[src/rtl/fdn_chan_serializer.sv]
// fdn_chan_serializer: ping-pong buffers parallel complex snapshots and streams
// them one channel per cycle, flagging the final sample of each frame block.
module fdn_chan_serializer #(
  parameter int wight_data_i = 25,
  parameter int N_chanals    = 32,
  parameter int N_frames     = 16
) (
  input  logic                              clk,
  input  logic                              rst,
  input  logic                              snap_vld,
  input  logic [N_chanals*wight_data_i-1:0] snapReIn,
  input  logic [N_chanals*wight_data_i-1:0] snapImIn,
  input  logic                              abort,
  input  logic                              ovf_clr,
  output logic                              vld_data_out,
  output logic                              last_data_out,
  output logic [wight_data_i-1:0]           dataReOut,
  output logic [wight_data_i-1:0]           dataImOut,
  output logic                              busy,
  output logic                              ovf
);
  localparam int W  = wight_data_i;
  localparam int BW = N_chanals * W;
  localparam int CW = (N_chanals > 1) ? $clog2(N_chanals) : 1;
  localparam int FW = (N_frames > 1) ? $clog2(N_frames) : 1;
  localparam logic [CW-1:0] CHAN_LAST  = CW'(N_chanals - 1);
  localparam logic [FW-1:0] FRAME_LAST = FW'(N_frames - 1);

  // Output stream: vld_data_out qualifies dataReOut/dataImOut/last_data_out each
  // cycle; there is no ready, the consumer must accept every valid sample.
  typedef enum logic {IDLE = 1'b0, SEND = 1'b1} state_t;

  state_t             state_q, state_d;
  logic [1:0]         full_q, full_d;
  logic               wr_ptr_q, wr_ptr_d;
  logic               rd_ptr_q, rd_ptr_d;
  logic [CW-1:0]      chan_q, chan_d;
  logic [FW-1:0]      frame_q, frame_d;
  logic               ovf_q, ovf_d;
  logic               vld_q, vld_d;
  logic               last_q, last_d;
  logic [W-1:0]       re_q, re_d;
  logic [W-1:0]       im_q, im_d;
  logic [1:0][BW-1:0] bank_re_q, bank_re_d;
  logic [1:0][BW-1:0] bank_im_q, bank_im_d;
  logic               release_bank;
  logic               can_write;
  logic               accept;
  logic               drop;

  always_comb begin
    state_d      = state_q;
    full_d       = full_q;
    wr_ptr_d     = wr_ptr_q;
    rd_ptr_d     = rd_ptr_q;
    chan_d       = chan_q;
    frame_d      = frame_q;
    vld_d        = 1'b0;
    last_d       = 1'b0;
    re_d         = re_q;
    im_d         = im_q;
    bank_re_d    = bank_re_q;
    bank_im_d    = bank_im_q;
    release_bank = 1'b0;

    case (state_q)
      IDLE: begin
        if (full_q[rd_ptr_q]) begin
          state_d = SEND;
          chan_d  = '0;
        end
      end
      SEND: begin
        vld_d  = 1'b1;
        re_d   = bank_re_q[rd_ptr_q][int'(chan_q)*W +: W];
        im_d   = bank_im_q[rd_ptr_q][int'(chan_q)*W +: W];
        last_d = (chan_q == CHAN_LAST) && (frame_q == FRAME_LAST);
        if (chan_q == CHAN_LAST) begin
          release_bank     = 1'b1;
          full_d[rd_ptr_q] = 1'b0;
          rd_ptr_d         = ~rd_ptr_q;
          chan_d           = '0;
          frame_d          = (frame_q == FRAME_LAST) ? '0 : frame_q + 1'b1;
          // Back-to-back frames only when the other bank is already loaded.
          if (!full_q[~rd_ptr_q]) state_d = IDLE;
        end else begin
          chan_d = chan_q + 1'b1;
        end
      end
      default: state_d = IDLE;
    endcase

    // A bank being drained on its last channel may be refilled on the same edge.
    can_write = !full_q[wr_ptr_q] || (release_bank && (rd_ptr_q == wr_ptr_q));
    accept    = snap_vld && can_write && !abort;
    drop      = snap_vld && !can_write && !abort;

    if (accept) begin
      full_d[wr_ptr_q]    = 1'b1;
      wr_ptr_d            = ~wr_ptr_q;
      bank_re_d[wr_ptr_q] = snapReIn;
      bank_im_d[wr_ptr_q] = snapImIn;
    end

    ovf_d = drop || (ovf_q && !ovf_clr);

    if (abort) begin
      state_d  = IDLE;
      full_d   = '0;
      wr_ptr_d = 1'b0;
      rd_ptr_d = 1'b0;
      chan_d   = '0;
      frame_d  = '0;
      vld_d    = 1'b0;
      last_d   = 1'b0;
      re_d     = '0;
      im_d     = '0;
    end
  end

  always_ff @(posedge clk or posedge rst) begin
    if (rst) begin
      state_q  <= IDLE;
      full_q   <= '0;
      wr_ptr_q <= 1'b0;
      rd_ptr_q <= 1'b0;
      chan_q   <= '0;
      frame_q  <= '0;
      ovf_q    <= 1'b0;
      vld_q    <= 1'b0;
      last_q   <= 1'b0;
      re_q     <= '0;
      im_q     <= '0;
    end else begin
      state_q  <= state_d;
      full_q   <= full_d;
      wr_ptr_q <= wr_ptr_d;
      rd_ptr_q <= rd_ptr_d;
      chan_q   <= chan_d;
      frame_q  <= frame_d;
      ovf_q    <= ovf_d;
      vld_q    <= vld_d;
      last_q   <= last_d;
      re_q     <= re_d;
      im_q     <= im_d;
    end
  end

  // Bank contents are only meaningful while the matching full flag is set.
  always_ff @(posedge clk) begin
    bank_re_q <= bank_re_d;
    bank_im_q <= bank_im_d;
  end

  assign vld_data_out  = vld_q;
  assign last_data_out = last_q;
  assign dataReOut     = re_q;
  assign dataImOut     = im_q;
  assign ovf           = ovf_q;
  assign busy          = (state_q == SEND) || (|full_q);

endmodule

[config.mk]
export PLATFORM = sky130hd
export DESIGN_NAME = fdn_chan_serializer
export DESIGN_NICKNAME = d
export VERILOG_FILES = /design/src/rtl/fdn_chan_serializer.sv
export SDC_FILE = /design/constraint.sdc
export NUM_CORES = 2
export LEC_CHECK = 0
export ABC_CLOCK_PERIOD_IN_PS = 473000
export CORE_AREA = 2 2 642 644
export CTS_BUF_LIST = sky130_fd_sc_hd__clkbuf_8
export CTS_CLUSTER_DIAMETER = 30
export DETAILED_ROUTE_END_ITERATION = 7
export DIE_AREA = 0 0 644 646
export HOLD_SLACK_MARGIN = 0.15
export PLACE_DENSITY = 0.6
export SLEW_MARGIN = 15
export SYNTH_ARGS = -nofsm -noshare
export SYNTH_HDL_FRONTEND = slang
export SYNTH_SLANG_ARGS = --single-unit
[constraint.sdc]
create_clock -name clk -period 473 [get_ports clk]
set_clock_uncertainty 0.05 [all_clocks]
set_input_delay 118.25 -clock clk [delete_from_list [all_inputs] [get_ports clk]]
set_output_delay 118.25 -clock clk [all_outputs]
set_load 0.1 [all_outputs]
==> out/metrics.cfg <==
[global_route]
grt.total_usage_pct = 21.7
grt_pass1_wl_mm = 614
antenna_found_initial = 289
grt_max_degree = 182
grt_pass1_vias = 73100
grt_overflow_total = 0

[final_layout]
final_cells = 14000
area_growth_pct = 31.5
post-route-util_pct = 40.0
layout-drive-gt1-share_pct = 23.9
num-nets-final = 9356

[timing]
relSlewSlack_pct = 7.34
fin_hold_ws_ns = 0.440
maxSlewViolCount = 0
setup_tns_ns = 0
finalHoldViolCount = 0
final.period_utilization_pct = 26.1
fin_ws_ns = 349.67
fmax_mhz = 8.11
tightest_slew_ns = 1.39
min_period_ns = 123.33
rsz0062_at_grt = false
setup_viol = 0

[flow_run]
maxCapViolations = 0

[logic_synthesis]
yosys.area.top_type = edfxtp_1
yosysWarnings = 0
synth_area_sq_um = 124000
ys_top_cells_by_count = 3200 x edfxtp_1, 655 x mux4_2, 384 x mux2i_1
avgSynthCellArea_sq_um = 22.4
ys_seq_area_share_pct = 78.6
netlist_instances = 5551
synthArstFlopShare_pct = 2.05
synth-edff-count = 3200
synth_fp_nets = 7159
synth_top_area_share_pct = 77.3
yosysUniqueCellTypes = 56
ys_ff_latch = 3267
synth.area.top_cells = edfxtp_1 77%, mux4_2 12%, mux2i_1 3.1%
yosysMostFrequentCell = edfxtp_1
synth_ff_type = edfxtp_1

[critical_path]
start_kind = input pin
cp.required_ns = 473.76
cp.buffers_inverters = 7
cp_top_family = buffers and inverters
worstReg2RegStart = chan_q[1]
critPathMaxStageDelay_ns = 0.99
cp-startpoint = abort
cp-endpoint = bank_im_q[511]
crit_arrival_ns = 124.09
worst-path-max-fanout = 171
r2r_end = bank_im_q[511]
worstPathCellList = clkdlybuf4s50_1 > nor4bb_4 > buf_4 > buf_12 > buf_4 > buf_4 > buf_4 > buf_4
rrSetupSlack_ns = 465.28
crit_slowest_cell = buf_4
worst_setup_path_end_kind = register
reg2regPathDepth = 12
cpMostUsedCell = buf_4
crit_cells = 8
path_class = in -> reg

[power]
pwr_density_cell_nw_per_um2 = 4.34
vdd_drop_max_uv = 2.87
p_leak_uw = 0.0519

[place]
dp_slack_ns = 348.39
post-place-cells = 12500
routabilityCongestion = 0.852
hpwl_mm = 340
io_buffers = 1658

[clocking]
cts_hold_buffers = 0
insertion_delay_ns = 1.25
htreeDepth = 6
ctsResizeCount = 0
clk_pin_slew_worst_paths_ns = 0.05
cts_tree = done
numCtsBuffers = 699
clock_path_buffers = 4
cts-root-buf = clkbuf_8
clock_sinks = 3267
cts_setup_buffers = 0

[floorplanning]
floorplan.rows = 235
dieHeight_microns = 646
initial_core_util_pct = 30.4
die_w_microns = 644
core_area_sq_um = 409000
num_io_pins = 1659
die-area_sq_um = 416000

[detailed_routing]
drt_drc_violations_left = 0
via_per_inst = 5.07
vias = 70700
firstDrtPassIters = 6
wl_per_cell_microns = 33.5
drtAntennaViolNets = 0
totalWireLength_mm = 468
drt-initial-drc-count = 8037

[hold_path]
holdCritPathClass = reg -> reg

[run_status]
status = finished clean

## per-layer routing
layer | GRT usage (%) | wire length, microns
met5 | 0 | 548
met4 | 9.47 | 19700
met3 | 5.66 | 37300
met2 | 38.2 | 242000
met1 | 25.0 | 168000
## worst min-delay path by stage
stage / start / to / cells past startpoint
global route: dataReOut[16] / dataReOut[16] / 1
detailed placement: dataReOut[11] / dataReOut[11] / 2
CTS: dataReOut[11] / dataReOut[11] / 2
global placement: dataReOut[11] / dataReOut[11] / 2
finish: dataReOut[11] / dataReOut[11] / 2
floorplan: frame_q[3] / frame_q[3] / 2
## registers in the layout (all words and copies together) (netlist names), 2 cells and up
| name | count |
|---|---|
| bank_re_q | 1600 |
| full_q | 2 |
| bank_im_q | 1600 |
| chan_q | 5 |
| dataImOut | 25 |
| dataReOut | 25 |
| frame_q | 4 |
## logic make-up (layout without fill, tap and decap cells)
kind of cell | Yosys count | count (layout) | share of synthesized area, %
muxes | 1073 | 1073 | 15.3
buffers and inverters | 325 | 3111 | 1.53
AOI/OAI and AO/OA | 599 | 599 | 3.53
DFF | 3267 | 3267 | 78.6
other | 0 | 167 | 0
adders and majority gates | 3 | 3 | 0.0302
and+or+nand+nor | 282 | 282 | 1.01
xor gates and xnor gates | 2 | 2 | 0.0141
## metrics by stage
stage                     total power [uW]  cell area, sq um
after floorplan                        397            124000
final                                  710            163000
after global routing                   732            163000
after detailed placement               384            148000
after CTS                              716            163000
after global placement                 382            148000
## area by class of cell
type                    count  area (sq um)
fillers                 36600        245000
flip-flops and latches   3267         97800
multi-input cells        1959         25000
repair buffers           1815         17900
clock buffers             707          9730
well taps                5451          6820
clock inverters           583          5770
diodes                    167           418
inverters                   6          42.5
## report_power, final
part | total [uW] | leakage [uW] | switching [uW] | internal [uW]
clock network | 333 | 0.00812 | 139 | 194
logic | 45.0 | 0.0136 | 25.2 | 19.8
registers | 332 | 0.0301 | 2.46 | 330
## layout by cell type (no fill, tap or decap), types with 55 or more instances in the layout
cell / instances
o22ai_1: 72
edfxtp_1: 3200
nand2_1: 155
mux2i_1: 382
clkinv_2: 109
clkbuf_8: 707
buf_4: 152
clkdlybuf4s50_1: 1645
clkinvlp_4: 58
inv_1: 106
bufinv_16: 90
diode_2: 167
o21ai_0: 55
mux4_2: 655
dfrtp_1: 62
clkinv_1: 121
## worst min-delay path, delay by kind of cell, from the launching register on
family	cells	cell delay, ns
AND/OR/NAND/NOR	2	0.11
flip-flops	1	0.34
Note: power is estimated with default switching activity, not from simulation.
